<file path="src/rtl/ram4k_scan_reader_pkg.sv">
// ram4k_scan_reader_pkg: RAM4K geometry and scan FSM state encoding shared by the reader and its benches
package ram4k_scan_reader_pkg;
    localparam int RAM4K_AW = 12;
    localparam int RAM4K_DW = 16;
    typedef enum logic [2:0] {S_IDLE, S_ISSUE, S_WAIT, S_PRESENT, S_FIN} state_t;
endpackage

</file>
<file path="src/rtl/ram4k_scan_reader_cmp.sv">
// ram4k_scan_cmp: registered data compare with saturating mismatch count and first-error address latch
module ram4k_scan_cmp
    import ram4k_scan_reader_pkg::*;
#(
    parameter int AW = RAM4K_AW,
    parameter int DW = RAM4K_DW
) (
    input  logic          clk,
    input  logic          rst,
    input  logic          clr,
    input  logic          cap,
    input  logic [DW-1:0] data,
    input  logic [DW-1:0] expected,
    input  logic [AW-1:0] addr,
    output logic [AW:0]   mismatch_cnt,
    output logic [AW-1:0] first_err_addr
);
    always_ff @(posedge clk) begin
        if (rst || clr) begin
            mismatch_cnt   <= '0;
            first_err_addr <= '0;
        end else if (cap && data != expected) begin
            if (mismatch_cnt == '0) first_err_addr <= addr;
            if (~&mismatch_cnt) mismatch_cnt <= mismatch_cnt + (AW+1)'(1);
        end
    end
endmodule

</file>
<file path="src/rtl/ram4k_scan_reader.sv">
// ram4k_scan_reader: strided RAM4K read-back with valid/ready word stream and pattern check
module ram4k_scan_reader
    import ram4k_scan_reader_pkg::*;
#(
    parameter int RD_LAT = 1,
    parameter int AW     = RAM4K_AW,
    parameter int DW     = RAM4K_DW
) (
    input  logic          clk,
    input  logic          rst,
    input  logic          start,
    input  logic [AW-1:0] base,
    input  logic [AW-1:0] stride,
    input  logic [AW:0]   count,
    input  logic [DW-1:0] exp_base,
    output logic          ram_e,
    output logic          ram_w,
    output logic          ram_r,
    output logic [AW-1:0] ram_addr,
    output logic [DW-1:0] ram_din,
    input  logic [DW-1:0] ram_dout,
    output logic [DW-1:0] rd_data,
    output logic          rd_valid,
    input  logic          rd_ready,
    output logic          busy,
    output logic          done,
    output logic          pass,
    output logic [AW:0]   mismatch_cnt,
    output logic [AW-1:0] first_err_addr
);
    state_t state, nxt;
    logic [AW-1:0] addr, stride_q;
    logic [AW:0] count_q, index;
    logic [DW-1:0] exp_q;
    logic [2:0] wcnt;
    logic go, hs, last_wait, last_beat;

    assign go        = state == S_IDLE && start;
    assign hs        = state == S_PRESENT && rd_ready;
    assign last_wait = state == S_WAIT && wcnt == 3'(RD_LAT - 1);
    assign last_beat = index + (AW+1)'(1) == count_q;

    assign busy     = state inside {S_ISSUE, S_WAIT, S_PRESENT};
    assign ram_e    = busy;
    assign ram_r    = state == S_ISSUE;
    assign ram_w    = 1'b0;
    assign ram_din  = '0;
    assign ram_addr = addr;
    assign rd_valid = state == S_PRESENT;
    assign done     = state == S_FIN;

    always_comb begin
        nxt = state;
        case (state)
            S_IDLE:    nxt = start ? (count == '0 ? S_FIN : S_ISSUE) : S_IDLE;
            S_ISSUE:   nxt = S_WAIT;
            S_WAIT:    nxt = last_wait ? S_PRESENT : S_WAIT;
            S_PRESENT: nxt = rd_ready ? (last_beat ? S_FIN : S_ISSUE) : S_PRESENT;
            S_FIN:     nxt = S_IDLE;
            default:   nxt = S_IDLE;
        endcase
    end

    // pass is resolved on entry to FIN so it is already valid while done pulses
    always_ff @(posedge clk) begin
        if (rst) begin
            state    <= S_IDLE;
            addr     <= '0;
            stride_q <= '0;
            count_q  <= '0;
            index    <= '0;
            exp_q    <= '0;
            wcnt     <= '0;
            rd_data  <= '0;
            pass     <= 1'b0;
        end else begin
            state <= nxt;
            wcnt  <= state == S_WAIT ? wcnt + 3'd1 : 3'd0;
            if (go) begin
                addr     <= base;
                stride_q <= stride;
                count_q  <= count;
                exp_q    <= exp_base;
                index    <= '0;
                pass     <= count == '0;
            end
            if (last_wait) rd_data <= ram_dout;
            if (hs) begin
                index <= index + (AW+1)'(1);
                addr  <= addr + stride_q;
                if (last_beat) pass <= mismatch_cnt == '0;
            end
        end
    end

    ram4k_scan_cmp #(.AW(AW), .DW(DW)) u_cmp (
        .clk            (clk),
        .rst            (rst),
        .clr            (go),
        .cap            (last_wait),
        .data           (ram_dout),
        .expected       (exp_q + DW'(index)),
        .addr           (addr),
        .mismatch_cnt   (mismatch_cnt),
        .first_err_addr (first_err_addr)
    );
endmodule

</file>
<file path="config.mk">
export PLATFORM = sky130hd
export DESIGN_NAME = ram4k_scan_reader
export DESIGN_NICKNAME = d
export VERILOG_FILES = /design/src/rtl/ram4k_scan_reader_pkg.sv /design/src/rtl/ram4k_scan_reader_cmp.sv /design/src/rtl/ram4k_scan_reader.sv
export SDC_FILE = /design/constraint.sdc
export NUM_CORES = 1
export LEC_CHECK = 0
export ABC_AREA = 0
export CORE_AREA = 2 2 126 128
export DETAILED_ROUTE_END_ITERATION = 8
export DIE_AREA = 0 0 128 130
export PLACE_DENSITY = 0.71
export SYNTH_ARGS = -nofsm -noshare
export SYNTH_HDL_FRONTEND = slang
export SYNTH_SLANG_ARGS = --single-unit
</file>
<file path="constraint.sdc">
create_clock -name clk -period 8.3 [get_ports clk]
set_clock_uncertainty 0.05 [all_clocks]
set_input_delay 0.83 -clock clk [delete_from_list [all_inputs] [get_ports clk]]
set_output_delay 0.83 -clock clk [all_outputs]
set_load 0.01 [all_outputs]
</file>
-- Word-level counts from Yosys, hierarchy flattened
Cells that the tools add are included.
- latch bits: 0
- bits in read-only memories: 0
- bits of input ports: 73
- flip-flop bits (word level): 114
- RAM bits: 0
- memories kept: 0
- bitwise operators: 2
- shifts and indexed selects: 0
- muxes and demuxes: 13
- $mul: 0
- magnitude comparators: 0
- add/sub/neg operators: 5
- equality and inequality tests: 6
- divide/modulo/power cells: 0
- reductions and logical operators: 15
- operators with widths (cell ; count):
    adder 13 x 1 -> 13 bit (second input constant) ; 2
    logical NOT 13 bit ; 2
    two-way mux 13 bit ; 2
    two-way mux 12 bit ; 2
    adder 16 x 13 -> 16 bit ; 1
    inequality test 16 bit ; 1
    equality test 13 bit ; 1
    AND reduction 13 bit ; 1
    adder 12 bit ; 1
    two-way mux 3 bit ; 4
    one-hot mux 3 bit (4 select lines) ; 1
    equality test 3 x 2 -> 1 bit (second input constant) ; 2
    logical NOT 3 bit ; 2
    logical AND 1 bit ; 4
    two-way mux 1 bit ; 4
    AND reduction 2 bit ; 2
    adder 3 x 1 -> 3 bit (second input constant) ; 1
    equality test 3 x 1 -> 1 bit (second input constant) ; 1
    equality test 3 bit (second input constant) ; 1
    nonzero test 3 bit ; 1
    NOT 1 bit ; 2
    nonzero test 2 bit ; 1
    OR reduction 2 bit ; 1
    logical OR 1 bit ; 1

-- Logic depth before layout (Yosys ltp)
Gate-level depths: netlist of run 1.
- depth after elaboration: 5
- depth in mapped cells: 12

-- Cells and area by module
A second synthesis of run 1 with hierarchy kept.
- cell total of the unflattened synthesis: 822
- area total of the unflattened synthesis: 6573.8 µm²
- by module, submodules not included (module ; instances ; area an instance (µm²) ; seq. area each (µm²) ; cells an instance):
    ram4k_scan_reader ; 1 ; 5052.3 ; 1781.7 ; 656
    ram4k_scan_cmp ; 1 ; 1521.5 ; 500.5 ; 166

-- Least setup slack after synthesis of run 1
OpenSTA, ideal clock, no wires.
- path type: reg2reg
- start point: register index[0]
- end point: register u_cmp.mismatch_cnt[12]
- arrival: 2.796 ns
- period minus slack after synthesis: 2.973 ns
- stages on the path, launching flop included: 13
- setup slack: 5.327 ns
- buffers on the path: 2
- cells stage by stage: dfxtp_1 -> ha_1 -> fa_1 -> a21oi_1 -> o211ai_1 -> o41ai_1 -> xnor2_1 -> nand4_1 -> or4_1 -> buf_2 -> buf_6 -> a31oi_4 -> nor2_1
- cells in the longest elaborated chain, start to end: 4
- RTL lines (what ; line ; source):
    start: declaration ; ram4k_scan_reader.sv:33 ; logic [AW:0] count_q, index;
    start signal: assignment ; ram4k_scan_reader.sv:89 ; index <= index + (AW+1)'(1);
    adder 16 x 13 -> 16 bit ; ram4k_scan_reader.sv:102 ; .expected (exp_q + DW'(index)),
    inequality test 16 bit ; ram4k_scan_reader_cmp.sv:22 ; end else if (cap && data != expected) begin
    logical AND 1 bit ; ram4k_scan_reader_cmp.sv:22 ;
    AND reduction 2 bit (no line) ; -- ;
    end signal: assignment ; ram4k_scan_reader_cmp.sv:24 ; if (~&mismatch_cnt) mismatch_cnt <= mismatch_cnt + (AW+1)'(1);
    end: declaration ; ram4k_scan_reader_cmp.sv:15 ; output logic [AW:0] mismatch_cnt,
No other way between the ends.
A chain may end at the register's enable or synchronous reset.

-- Final worst setup path of run 1
- start point: register index[0]
- end point: register u_cmp.first_err_addr[0]
- cells in the longest elaborated chain, start to end: 4
- RTL lines (what ; line ; source):
    adder 16 x 13 -> 16 bit ; ram4k_scan_reader.sv:102 ;
    inequality test 16 bit ; ram4k_scan_reader_cmp.sv:22 ;
    logical AND 1 bit ; ram4k_scan_reader_cmp.sv:22 ;
    AND reduction 2 bit (no line) ; -- ;
    end signal: assignment ; ram4k_scan_reader_cmp.sv:23 ; if (mismatch_cnt == '0) first_err_addr <= addr;
    end: declaration ; ram4k_scan_reader_cmp.sv:16 ; output logic [AW-1:0] first_err_addr
No other way between the ends.

==> results.sh, run 1 <==
export IMPL_status="finished, final reports clean"
export IMPL_cp_max_fo=15
export IMPL_cts_buffer_depth=2
export IMPL_cp_end_kind="flip-flop"
export IMPL_cts_root_buf="clkbuf_16"
export IMPL_maxCapViolCount=0
export IMPL_holdWs_ns=0.3999
export IMPL_route_detailed_wl_per_inst_um=15.54
export IMPL_htreeDepth=4
export IMPL_grt_max_degree=92
export IMPL_cts_hold_buf=0
export IMPL_leakage_uw=0.003178
export IMPL_num_antenna_cells=0
export IMPL_nets=1070
export IMPL_required_ns=8.53
export IMPL_synth_largest_area_cell="dfxtp_1"
export IMPL_track_usage_pct=22.08
export IMPL_synth_seq_area_share_pct=33.97
export IMPL_rows=46
export IMPL_fmax_mhz=283.6
export IMPL_drt_pass1_iter_count=5
export IMPL_io_pins=149
export IMPL_crit_type="flip-flop to flip-flop"
export IMPL_netlist_area_sq_um=6719
export IMPL_ant_nets=0
export IMPL_drive_gt1_share_pct=6.129
export IMPL_fillers=1445
export IMPL_power_density_nw_per_um2=189.3
export IMPL_setup_tns_ns=0
export IMPL_cts_setup_buffers=0
export IMPL_core_area_sq_um=15420
export IMPL_synth_top_area_share_pct=33.97
export IMPL_drv_slew=0
export IMPL_post_route_min_period_ns=3.526
export IMPL_first_iter_violations=540
export IMPL_crit_arrival_ns=3.76
export IMPL_yosys_warnings=0
export IMPL_start_util_pct=43.56
export IMPL_dp_hpwl_um=12950
export IMPL_die_area_sq_um=16640
export IMPL_antenna_found_initial=0
export IMPL_min_path_type="flip-flop to flip-flop"
export IMPL_cts_tree="yes"
export IMPL_routed_wl_um=18200
export IMPL_drc=0
export IMPL_grt_pass1_vias=5752
export IMPL_syn_inst=865
export IMPL_areaGrowthSynthToFinish_pct=27.91
export IMPL_cts_resized=0
export IMPL_async_flop_share_pct=0
export IMPL_finalHoldViolCount=0
export IMPL_clkSinkCount=114
export IMPL_grt_pass1_wl_um=29240
export IMPL_synth_edff_count=0
export IMPL_period_share_pct=42.48
export IMPL_synth_cell_types=68
export IMPL_portBuffers=131
export IMPL_routed_via_density=5.502
export IMPL_syn_area_per_cell_sq_um=7.768
export IMPL_die_h_um=130
export IMPL_rsz0062_at_grt="no"
export IMPL_irDropWorstVdd_uv=175.5
export IMPL_finalSetupViolations=0
export IMPL_relSlewSlack_pct=35.67
export IMPL_tightest_slew_ns=0.9649
export IMPL_ys_ff_latch=114
export IMPL_grt_ovfl_total=0
export IMPL_clk_latency_ns=0.42
export IMPL_gp_congestion=0.8951
export IMPL_fp_dieW_um=128
export IMPL_synth_top_cells_by_area="dfxtp_1, nand2_1, a21oi_1"
export IMPL_cts_made_buffers=17
export IMPL_yosys_most_used_dff="dfxtp_1"
export IMPL_clk_pin_slew_ns=0.06
export IMPL_cp_start_kind="flip-flop"
export IMPL_dr_total_vias=6443
==> state kept, by name, summed over array words and instances, names as in the netlist <==
signal / count
u_cmp.mismatch_cnt: 13
ram_addr: 12
stride_q: 12
count_q: 13
exp_q: 16
rd_data: 16
index: 13
pass: 1
wcnt: 3
u_cmp.first_err_addr: 12
state: 3
==> where the power goes <==
| group | leakage [uW] | switching, uW | internal (uW) | total, uW |
|---|---|---|---|---|
| Clock | 0.000299 | 258 | 482 | 741 |
| Sequential | 0.000928 | 29.3 | 579 | 608 |
| Combinational | 0.00195 | 153 | 125 | 279 |
==> per-layer routing <==
layer	track usage [%]	up-vias	share of wire, %
li1	-	3248	-
met1	31.13	2986	49
met2	34.04	185	45
met3	3.772	24	4.2
met4	8.209	0	1.5
met5	0	-	0
==> layout by cell type, fill, tap and decap left out, drive strengths merged, types with 24 or more instances in the layout <==
cell type      instances
nand2                176
ha                    29
dfxtp                114
clkdlybuf4s50        130
nor2                  53
o21ai                 36
a21oi                118
xnor2                 28
nand4                 24
==> critical path: stages, from the launching register on <==
cell	delay [ns]
dfxtp_1	0.38
ha_1	0.27
fa_1	0.44
a21oi_1	0.17
o211ai_1	0.16
o41ai_1	0.40
xnor2_1	0.19
nand4_1	0.19
or4_1	0.82
nand4_1	0.23
a21oi_1	0.09
==> layout make-up <==
class                   count  area [sq um]  share of cell area [%]
flip-flops and latches    114          2282                   26.55
clock inverters            12         137.6                   1.601
inverters                  16         60.06                  0.6988
clock buffers              20         456.7                   5.314
multi-input cells         679          4059                   47.23
well taps                 192         240.2                   2.795
repair buffers            138          1359                   15.81
==> logic make-up (layout without fill, tap and decap cells) <==
| kind of cell | Yosys count | after routing | synth area share, % |
|---|---|---|---|
| AO/OA/AOI/OAI | 229 | 229 | 21.06 |
| XOR/XNOR | 49 | 49 | 6.723 |
| adder cells (fa/ha/maj) | 31 | 31 | 5.996 |
| buffers and inverters | 88 | 186 | 6.741 |
| flip-flops | 114 | 114 | 33.97 |
| multiplexers | 1 | 1 | 0.1490 |
| other | 1 | 17 | 0.05581 |
| AND/OR/NAND/NOR | 352 | 352 | 25.31 |
==> synth_stat cells, drive strengths merged (17+ instances only) <==
library cell and count:
nand3 18, nand4 24, clkbuf 34, nor3 18, nor2 53, xor2 20
o21ai 36, a21oi 118, xnor2 28, ha 29, buf 38, dfxtp 114
nand2 176, o31ai 17
==> path summary, 6_finish.rpt <==
kind / end / cells past startpoint / slack [ns] / start
max: u_cmp.first_err_addr[0]$_SDFFE_PP0P_ / 10 / 4.77 / index[0]$_SDFFE_PP0P_
min: rd_data[13]$_SDFFE_PP0P_ / 2 / 0.40 / rd_data[13]$_SDFFE_PP0P_
max reg2reg: u_cmp.first_err_addr[0]$_SDFFE_PP0P_ / 10 / 4.77 / index[0]$_SDFFE_PP0P_
min reg2reg: rd_data[13]$_SDFFE_PP0P_ / 2 / 0.40 / rd_data[13]$_SDFFE_PP0P_
==> metrics by stage <==
stage	std cells	power, uW	util (%)	instance area, sq um	worst slack, ns
after floorplan	881	791.1	-	6779	5.327
after global placement	1139	895.5	51.87	8000	4.568
after detailed placement	1139	897.4	51.87	8000	4.546
after CTS	1171	1639	55.72	8594	4.807
after global routing	1171	1696	55.72	8594	4.601
final	1171	1627	55.72	8594	4.774
(Power assumes the default switching activity.)
==> inputs of run 2 (changes only) <==
--- a/config.mk
+++ b/config.mk
@@ -9,7 +9,7 @@
 export CORE_AREA = 2 2 126 128
 export DETAILED_ROUTE_END_ITERATION = 8
 export DIE_AREA = 0 0 128 130
-export PLACE_DENSITY = 0.71
+export PLACE_DENSITY = 0.74
 export SYNTH_ARGS = -nofsm -noshare
 export SYNTH_HDL_FRONTEND = slang
 export SYNTH_SLANG_ARGS = --single-unit
==> constraint.sdc (replaced) <==
create_clock -name clk -period 2.9 [get_ports clk]
set_clock_uncertainty 0.05 [all_clocks]
set_input_delay 0.29 -clock clk [delete_from_list [all_inputs] [get_ports clk]]
set_output_delay 0.29 -clock clk [all_outputs]
set_load 0.01 [all_outputs]
==> results.sh, run 2 (synthesis results as in run 1) <==
export IMPL_r2r_end="u_cmp.mismatch_cnt[6]$_SDFFE_PP0P_"
export IMPL_tightest_slew_ns=0.7492
export IMPL_route_detailed_wl_per_inst_um=16.12
export IMPL_post_route_min_period_ns=2.958
export IMPL_routed_wl_um=19580
export IMPL_status="finished, violations left"
export IMPL_pwr_share_clk_pct=45.7
export IMPL_drc=0
export IMPL_slowest_delay_ns=0.48
export IMPL_r2r_setup_slack_ns=-0.06
export IMPL_power_switching_uw=1281
export IMPL_drive_gt1_share_pct=13.20
export IMPL_cts_made_buffers=17
export IMPL_grt_pass1_wl_um=30610
export IMPL_leakage_uw=0.003447
export IMPL_period_share_pct=102.0
export IMPL_grt_pass1_vias=6187
export IMPL_internal_power_uw=3469
export IMPL_core_area_sq_um=15420
export IMPL_crit_slowest_cell="or4_4"
export IMPL_clk_pin_slew_ns=0.06
export IMPL_cp_start_kind="flip-flop"
export IMPL_switching_share_pct=26.97
export IMPL_die_area_sq_um=16640
export IMPL_crit_arrival_ns=3.27
export IMPL_power_density_nw_per_um2=518.6
export IMPL_crit_type="flip-flop to flip-flop"
export IMPL_drt_pass1_iter_count=5
export IMPL_clkSinkCount=114
export IMPL_setup_slack_ns=-0.05798
export IMPL_ant_nets=0
export IMPL_final_cell_area_sq_um=9159
export IMPL_comb_power_share_pct=17.8
export IMPL_dr_total_vias=6734
export IMPL_violations="negative setup slack"
export IMPL_start_util_pct=43.56
export IMPL_required_ns=3.21
export IMPL_cp_end_kind="flip-flop"
export IMPL_cts_buffer_depth=2
export IMPL_fp_dieW_um=128
export IMPL_relSlewSlack_pct=50.05
export IMPL_final_common_cell="nand2_1"
export IMPL_regArea_sq_um=2286
export IMPL_cp_max_fo=5
export IMPL_clk_latency_ns=0.43
export IMPL_min_path_type="input pin to flip-flop"
export IMPL_nets=1115
export IMPL_io_pins=149
export IMPL_grt_ovfl_total=0
export IMPL_layout_common_cells="nand2_1, clkdlybuf4s50_1, dfxtp_1"
export IMPL_die_h_um=130
export IMPL_dp_hpwl_um=14090
export IMPL_gp_congestion=0.9206
export IMPL_cpLargestDelayFamily="compound AO/OA/AOI/OAI gates"
export IMPL_track_usage_pct=23.23
export IMPL_sequentialPowerShare_pct=36.6
export IMPL_finalSetupViolations=20
export IMPL_fillers=1363
export IMPL_cpMostUsedCell="a21oi_2"
export IMPL_multi_input_area_sq_um=4184
export IMPL_hold_path_startpoint="stride[3]"
export IMPL_rsz0062_at_grt="yes"
export IMPL_htreeDepth=4
export IMPL_first_iter_violations=572
export IMPL_critPathBufInv=2
export IMPL_rows=46
export IMPL_drv_slew=0
export IMPL_cts_tree="yes"
export IMPL_cts_hold_buf=0
export IMPL_grt_max_degree=52
export IMPL_num_antenna_cells=0
export IMPL_portBuffers=131
export IMPL_areaGrowthSynthToFinish_pct=36.31
export IMPL_worst_r2r_path_depth=12
export IMPL_r2r_start="exp_q[0]$_SDFFE_PP0P_"
export IMPL_top_regs="exp_q: 16 flops, rd_data: 16 flops"
export IMPL_whs_endpoint="stride_q[3]$_SDFFE_PP0P_"
export IMPL_maxCapViolCount=0
export IMPL_cts_root_buf="clkbuf_16"
export IMPL_irDropWorstVdd_uv=427.3
export IMPL_place_ws_ns=-0.06371
export IMPL_antenna_found_initial=0
export IMPL_routed_via_density=5.542
export IMPL_finalHoldViolCount=0
export IMPL_hold_depth=3
export IMPL_fmax_mhz=338.1
export IMPL_worstPathCellList="ha_4, fa_2, a21oi_2, o211ai_1, o41ai_2, xnor2_1, nand4_1, nor4_4, buf_4, clkbuf_16, or4_4, a21oi_2"
export IMPL_placed_cell_area_sq_um=8318
## run 2: cell types whose count changed in the layout (fill, tap and decap cells not counted), sizes merged
| cell | delta |
|---|---|
| clkinvlp | +1 |
| buf | +44 |
| clkbuf | +3 |
| clkinv | -4 |
## run 2: how the worst max path moves through the flow
stage / from / endpoint / slack, ns / cells after the start
3_5_place_dp: index[0]$_SDFFE_PP0P_ / u_cmp.first_err_addr[3]$_SDFFE_PP0P_ / -0.06 / 11
4_1_cts: index[0]$_SDFFE_PP0P_ / u_cmp.first_err_addr[4]$_SDFFE_PP0P_ / 0.0009 / 13
5_1_grt: exp_q[0]$_SDFFE_PP0P_ / u_cmp.mismatch_cnt[6]$_SDFFE_PP0P_ / -0.19 / 12
3_3_place_gp: index[0]$_SDFFE_PP0P_ / u_cmp.first_err_addr[8]$_SDFFE_PP0P_ / 0.02 / 13
2_1_floorplan: index[0]$_SDFFE_PP0P_ / u_cmp.mismatch_cnt[12]$_SDFFE_PP0P_ / 0.01 / 12
6_report: exp_q[0]$_SDFFE_PP0P_ / u_cmp.mismatch_cnt[6]$_SDFFE_PP0P_ / -0.06 / 12
## run 2: routing by layer
metal	vias up	track usage, %	part of all wire (%)
met3	21	4.551	5.5
met5	-	0	0
met2	204	39.19	48
li1	3331	-	-
met4	0	7.369	1.4
met1	3178	30.14	45
## run 2: cell type report
type / instances / share of cell area, %
repair buffers: 183 / 19.39
multi-input cells: 679 / 45.68
well taps: 192 / 2.623
clock inverters: 9 / 1.407
flip-flops and latches: 114 / 24.96
clock buffers: 22 / 5.287
inverters: 16 / 0.6557
## run 2: stage by stage
step / total power (uW) / utilization (%) / TNS (ns) / instances / hold slack [ns]
3_5_place_dp: 2597 / 53.93 / -0.7414 / 1175 / 0.3963
5_1_grt: 4935 / 59.38 / -3.863 / 1215 / 0.3589
2_1_floorplan: 2265 / - / 0 / 881 / 0.3506
3_3_place_gp: 2584 / 53.93 / 0 / 1175 / 0.3919
6_report: 4750 / 59.38 / -0.6543 / 1215 / 0.3546
4_1_cts: 4767 / 58.01 / 0 / 1206 / 0.3435
## run 2: what timing repair did
item	4_1_cts	5_1_grt
resized for setup	6	36
cloned	0	2
buffers inserted	0	7
pin swaps	1	37
endpoints found under the hold margin	0	0
endpoints found under the setup margin	21	28
## run 2: worst register-to-register path: stages (launching register included)
cell       delay, ns
dfxtp_2         0.33
ha_4            0.16
fa_2            0.43
a21oi_2         0.14
o211ai_1        0.16
o41ai_2         0.35
xnor2_1         0.10
nand4_1         0.18
nor4_4          0.07
buf_4           0.17
clkbuf_16       0.15
or4_4           0.48
a21oi_2         0.12
## run 2: power by group through the flow
stage | sequential [uW] | clock [uW] | combinational [uW]
finish | 1740 | 2170 | 843
global route | 1750 | 2260 | 931
CTS | 1740 | 2190 | 838
detailed placement | 1770 | 0 | 829
global placement | 1760 | 0 | 819
floorplan | 1760 | 0 | 507
